File: config.mk
export PLATFORM = sky130hd
export DESIGN_NAME = if_fetch_ctrl
export DESIGN_NICKNAME = d
export VERILOG_FILES = /design/src/rtl/if_fetch_ctrl_pkg.sv /design/src/rtl/if_fetch_ctrl.sv
export SDC_FILE = /design/constraint.sdc
export NUM_CORES = 1
export LEC_CHECK = 0
export ABC_AREA = 1
export CORE_MARGIN = 8
export CORE_UTILIZATION = 44
export CTS_BUF_LIST = sky130_fd_sc_hd__clkbuf_8
export DETAILED_ROUTE_END_ITERATION = 10
export PLACE_DENSITY = 0.95
export SYNTH_ARGS = -nofsm -noshare
export SYNTH_HDL_FRONTEND = slang
export SYNTH_SLANG_ARGS = --single-unit
File: constraint.sdc
create_clock -name clk -period 2.2 [get_ports clk]
set_input_delay 0.33 -clock clk [delete_from_list [all_inputs] [get_ports clk]]
set_output_delay 0.33 -clock clk [all_outputs]
set_load 0.05 [all_outputs]
File: src/rtl/if_fetch_ctrl_pkg.sv
// Shared fetch-stage types and defaults for the instruction fetch controller.
package if_fetch_ctrl_pkg;

    localparam int ADDR_W_DEF = 32;
    localparam int DATA_W_DEF = 32;
    // Low PC bits that must be zero for a word-aligned fetch
    localparam int PC_ALIGN_W = 2;

    typedef enum logic [2:0] {
        IDLE = 3'd0,
        REQ  = 3'd1,
        WAIT = 3'd2,
        HOLD = 3'd3,
        DROP = 3'd4
    } fetch_state_t;

endpackage

File: src/rtl/if_fetch_ctrl.sv
// Single-outstanding instruction fetch sequencer between PREIF, the CPU
// instruction bus and the IF/ID boundary, with flush-safe response dropping.
//
// state | meaning
// IDLE  | no fetch work; ready to accept a PC
// REQ   | request on bus, waiting for addr_ok
// WAIT  | address accepted, waiting for data_ok
// HOLD  | instruction (or address error) held for ID
// DROP  | squashed request in flight; swallow its data_ok
module if_fetch_ctrl
    import if_fetch_ctrl_pkg::*;
#(
    parameter int ADDR_W = ADDR_W_DEF,
    parameter int DATA_W = DATA_W_DEF
) (
    input  logic              clk,
    input  logic              resetn,
    input  logic              preif_req,
    input  logic [ADDR_W-1:0] preif_pc,
    output logic              preif_ready,
    input  logic              flush,
    input  logic              id_allowin,
    output logic              cpu_ibus_req,
    output logic [ADDR_W-1:0] cpu_ibus_addr,
    input  logic              cpu_ibus_addr_ok,
    input  logic              cpu_ibus_data_ok,
    input  logic [DATA_W-1:0] cpu_ibus_rdata,
    output logic              if_valid,
    output logic [ADDR_W-1:0] if_pc,
    output logic [DATA_W-1:0] if_instr,
    output logic              if_adel,
    output logic              if_stall_req
);

    fetch_state_t      state_q, state_d;
    logic [ADDR_W-1:0] pc_q, pc_d;
    logic [DATA_W-1:0] instr_q, instr_d;
    logic              adel_q, adel_d;
    logic              run_q;

    logic accept;
    logic misalign;

    // run_q keeps preif_ready low for the first cycle after reset release
    always_ff @(posedge clk or negedge resetn) begin
        if (!resetn) begin
            run_q <= 1'b0;
        end else begin
            run_q <= 1'b1;
        end
    end

    assign preif_ready = run_q && !flush &&
                         ((state_q == IDLE) || ((state_q == HOLD) && id_allowin));
    assign accept      = preif_req && preif_ready;
    assign misalign    = |preif_pc[PC_ALIGN_W-1:0];

    always_comb begin
        state_d = state_q;
        pc_d    = pc_q;
        instr_d = instr_q;
        adel_d  = adel_q;

        if (accept) begin
            pc_d = preif_pc;
            if (misalign) begin
                adel_d  = 1'b1;
                instr_d = '0;
                state_d = HOLD;
            end else begin
                adel_d  = 1'b0;
                state_d = REQ;
            end
        end else begin
            unique case (state_q)
                IDLE: state_d = IDLE;
                REQ: begin
                    if (flush) begin
                        state_d = cpu_ibus_addr_ok ? DROP : IDLE;
                    end else if (cpu_ibus_addr_ok) begin
                        state_d = WAIT;
                    end
                end
                WAIT: begin
                    if (flush) begin
                        state_d = cpu_ibus_data_ok ? IDLE : DROP;
                    end else if (cpu_ibus_data_ok) begin
                        instr_d = cpu_ibus_rdata;
                        state_d = HOLD;
                    end
                end
                HOLD: begin
                    if (flush || id_allowin) begin
                        state_d = IDLE;
                    end
                end
                DROP: begin
                    if (cpu_ibus_data_ok) begin
                        state_d = IDLE;
                    end
                end
                default: state_d = IDLE;
            endcase
        end
    end

    always_ff @(posedge clk or negedge resetn) begin
        if (!resetn) begin
            state_q <= IDLE;
            pc_q    <= '0;
            instr_q <= '0;
            adel_q  <= 1'b0;
        end else begin
            state_q <= state_d;
            pc_q    <= pc_d;
            instr_q <= instr_d;
            adel_q  <= adel_d;
        end
    end

    assign cpu_ibus_req  = (state_q == REQ);
    assign cpu_ibus_addr = pc_q;
    assign if_valid      = (state_q == HOLD);
    assign if_pc         = pc_q;
    assign if_instr      = instr_q;
    assign if_adel       = adel_q;
    assign if_stall_req  = (state_q == REQ) || (state_q == WAIT) || (state_q == DROP);

endmodule

Word-level counts from Yosys, hierarchy flattened:

Cells that the tools add are included.

* register bits after elaboration: 69
* bits of input ports: 71
* output and inout bits: 101
* logic and storage cells: 47

* equality and inequality tests: 10
* mux-type cells: 17
* reductions and logical operators: 15

Operators with widths (number)
* $mux W32: 5
* $mux W3: 9
* $pmux W3 S4: 1
* $reduce_and A4 Y1: 2
* $eq A3 B2 Y1 const B: 2
* $logic_and A1 B1 Y1: 4
* $logic_or A1 B1 Y1: 4
* $ne A2 B1 Y1 const B: 2
* $ne A4 B2 Y1 const B: 1
* $ne A4 B4 Y1 const B: 1
* $reduce_bool A2 Y1: 2
* $eq A3 B1 Y1 const B: 1
* $eq A3 B3 Y1 const B: 1
* $logic_not A3 Y1: 1
* $ne A3 B1 Y1 const B: 1
* $ne A3 B3 Y1 const B: 1
* $mux W2: 1
* $reduce_or A2 Y1: 1
* $logic_not A1 Y1: 1
* $mux W1: 1

Logic depth before layout (Yosys ltp):

* word-level depth: 7
* gate-level depth with buffers: 9
* mapped depth without buffers: 8

Worst setup path after synthesis:

Ideal clock, no wire load.

* kind: register to output
* from: register state_q[0]
* to: output preif_ready
* data arrival time: 1.719 ns
* required time: 1.870 ns
* setup slack: 0.151 ns
* stages on the path, launching flop included: 4
* path buffers: 0
* cells stage by stage: dfrtp_1 inv_1 nand3_1 a21boi_0

* longest elaborated chain between the ends: 4
* elaborated cells between the ends (all ways): 5
* those cells by class: eq/ne (1); reduce/logical (4)

Ends and longest elaborated chain
* start, declared: line if_fetch_ctrl.sv:35 `fetch_state_t state_q, state_d;`
* start signal, assigned: line if_fetch_ctrl.sv:114 `state_q <= state_d;`
* $eq A3 B2 Y1: line if_fetch_ctrl.sv:54 `((state_q == IDLE) || ((state_q == HOLD) && id_allowin));`
* $logic_and A1 B1 Y1: line if_fetch_ctrl.sv:54
* $logic_or A1 B1 Y1 (*): line if_fetch_ctrl.sv:54
* $logic_and A1 B1 Y1 (*): line if_fetch_ctrl.sv:53 `assign preif_ready = run_q && !flush &&`
* end, declared: line if_fetch_ctrl.sv:20 `output logic preif_ready,`

Every way passes the cells marked *; elsewhere a longest branch is shown, timed or not.

Worst setup path after layout:

* from: input flush
* to: output preif_ready

* longest elaborated chain between the ends: 3

Ends and longest elaborated chain
* start, declared: line if_fetch_ctrl.sv:21 `input logic flush,`
* $logic_not A1 Y1: line if_fetch_ctrl.sv:53
* $logic_and A1 B1 Y1 (2 in a row): line if_fetch_ctrl.sv:53

No other way between the ends.

==> impl_metrics.csv <==
group,metric,value,unit
die,core,7250,um^2
global_route,grt.total_usage,18.6,%
timing,period_share,90.1,%
global_route,grt-ovfl-total,0,
timing,max_freq,505,MHz
timing,slew-limit-headroom,61.0,%
pwr,switching_share,55.2,%
finish,syn2layout_area_growth,52.3,%
finish,final_common_cell,"nand2_1",
finish,diodes,0,
die,die-area,10500,um^2
pwr,ir_drop,0.000804,V
global_route,grt_max_degree,54,
placed_design,gp_congestion,0.950,
drt,wl_per_cell,15.0,um
drt,dr.pass1.iters,4,
pwr,power.internal,4160,uW
clock_tree,postCtsSetupBuffers,0,
placed_design,dpl-instance-area,4870,um^2
clock_tree,cts.sinks,69,
worst_setup_path,worst-path-max-fanout,3,
timing,fin_setup_tns,0,ns
finish,nFillCells,556,
synthesis,synth_seq_area_share,52.2,%
worst_setup_path,path_class,"input port to primary output",
synthesis,synth_area_per_cell,7.85,um^2
worst_setup_path,crit_arrival,1.65,ns
timing,rsz0062_at_grt,"false",
placed_design,dp_hpwl,7750,um
synthesis,synth_cells,421,
drt,wl,9990,um
pwr,leakagePower,0.00268,uW
worst_setup_path,crit_chain,"clkdlybuf4s50_1 -> nor2_1 -> a21boi_0 -> buf_12",
synthesis,synth_area,3310,um^2
timing,setup_viol,0,
pwr,p_total,9290,uW
clock_tree,clock_path_buffers,2,
drt,vias,3120,
clock_tree,cts-root-buf,"clkbuf_8",
timing,finalHoldViolCount,0,
clock_tree,clkTransAtPathRegs,0.06,ns
drt,vias_per_cell,4.68,
drt,final_antenna_net_count,0,
global_route,antenna_found_initial,0,
pwr,clockPowerShare,9.0,%
status,status,"finished, final reports clean",
timing,fin_crit,1.98,ns
synthesis,yosys_warnings,0,
drt,drc,0,
worst_setup_path,cpPeakStageDelay,0.45,ns
timing,fin_skew,0.00766,ns
placed_design,numPortBuffers,171,
global_route,grt_pass1_wl,15500,um
run,maxCapViolations,0,
clock_tree,clk_latency,0.32,ns
die,die_h,103,um
synthesis,ys_ff_latch,69,
die,num_rows,31,
worst_setup_path,cp-end-kind,"primary output",
pwr,net-switching-power,5130,uW
clock_tree,cts_buffers,9,
worst_setup_path,required,1.87,ns
hold_path,hold_path.class,"register to register",
global_route,grt_pass1_vias,3105,
die,initial_core_util,45.6,%
synthesis,ys_types,22,
timing,drv_slew,0,
timing,tightest_slew,0.583,ns
die,ios,172,
finish,final_nets,634,
worst_setup_path,critPathSlowestCell,"a21boi_0",
finish,final_area,5040,um^2
finish,drive_gt1_share,5.29,%
pwr,cellPowerDensity,1840,nW/um^2
finish,layout_common_cells,"nand2_1 (200), clkdlybuf4s50_1 (166), dfrtp_1 (69), inv_1 (45), nand3_1 (43)",
synthesis,synth_fp_nets,492,
finish,final_util,69.4,%
pwr,power_frac_seq,24.7,%
drt,drt_iter0_markers,144,
die,die_width,103,um
timing,whs,0.475,ns
worst_setup_path,startpoint_type,"input port",
clock_tree,cts_max_level,3,
pwr,power_frac_comb,66.2,%
clock_tree,cts_tree,"built",
==> synthesized netlist by cell type <==
| master | count | area (um^2) |
|---|---|---|
| nor2_1 | 1 | 3.75 |
| buf_6 | 3 | 33.8 |
| a31oi_1 | 1 | 6.26 |
| clkbuf_1 | 1 | 3.75 |
| nand4_1 | 3 | 18.8 |
| nand3_2 | 1 | 10.0 |
| a21oi_4 | 1 | 16.3 |
| buf_2 | 14 | 70.1 |
| dfrtp_1 | 69 | 1730 |
| inv_2 | 1 | 3.75 |
| nand3_1 | 43 | 215 |
| conb_1 | 1 | 3.75 |
| a21boi_0 | 1 | 7.51 |
| nor3_1 | 1 | 5.00 |
| nand2_1 | 200 | 751 |
| o21ai_0 | 2 | 10.0 |
| buf_4 | 32 | 240 |
| o22ai_1 | 1 | 6.26 |
| buf_1 | 1 | 3.75 |
| inv_1 | 42 | 158 |
| nand2_2 | 1 | 6.26 |
| o31ai_1 | 1 | 7.51 |
==> critical path: cells and delay by family <==
| family | cells | cell delay, ns |
|---|---|---|
| buf+inv | 2 | 0.62 |
| compound gates | 1 | 0.45 |
| simple gates | 1 | 0.24 |
==> repair_timing <==
item,CTS,global route
setup endpoints to repair,0,1
hold buffers,1,0
gates resized for setup,0,1
endpoints found under the hold margin,20,0
==> flip-flops by register name, indices dropped and copies added, names as in the netlist <==
register	flops
state_q	3
run_q	1
if_adel	1
cpu_ibus_addr	32
if_instr	32
==> cell families after synthesis <==
family	synth area share (%)
other	0.113
buffers and inverters	15.5
flip-flops	52.2
AND/OR/NAND/NOR	30.5
AO/OA/AOI/OAI	1.63
==> path summary, 6_finish.rpt <==
path,slack (ns),from,cells after the start,endpoint
setup / recovery,0.22,flush,4,preif_ready
hold / removal,0.47,if_instr[2],2,if_instr[2]
setup reg to reg,0.37,state_q[1],8,if_instr[19]
hold reg to reg,0.47,if_instr[2],2,if_instr[2]
max in group asynchronous,0.98,resetn,3,cpu_ibus_addr[14]
min in group asynchronous,0.51,resetn,2,cpu_ibus_addr[30]
==> routing by layer <==
layer  up-vias  wire, um  GRT usage (%)
li1       1520         -              -
met1      1415      3900           21.8
met2       170      4950           32.5
met3        15       984           4.52
met4         0       152           5.98
met5         -         0              0
==> power groups by stage <==
stage	clock, uW	combinational (uW)	sequential (uW)
after floorplan	0	2400	4210
after global placement	0	6070	2280
after detailed placement	0	6190	2310
after CTS	864	6200	2300
after global routing	929	6410	2370
final	840	6160	2300
==> area by class of cell <==
type,instances,area (um^2),share of cell area [%]
clock buffers,10,138,2.73
clock inverters,5,21.3,0.422
inverters,43,161,3.20
multi-input cells,258,1070,21.2
flip-flops and latches,69,1730,34.3
well taps,99,124,2.46
repair buffers,182,1800,35.7
==> stage by stage <==
| stage | setup slack (ns) | instances |
|---|---|---|
| after CTS | 0.0440 | 666 |
| after detailed placement | 0.0838 | 650 |
| after floorplan | 0.151 | 421 |
| after global routing | 0.161 | 666 |
| final | 0.219 | 666 |
| after global placement | 0.226 | 650 |
No activity file was read; power rests on OpenSTA's default activity.
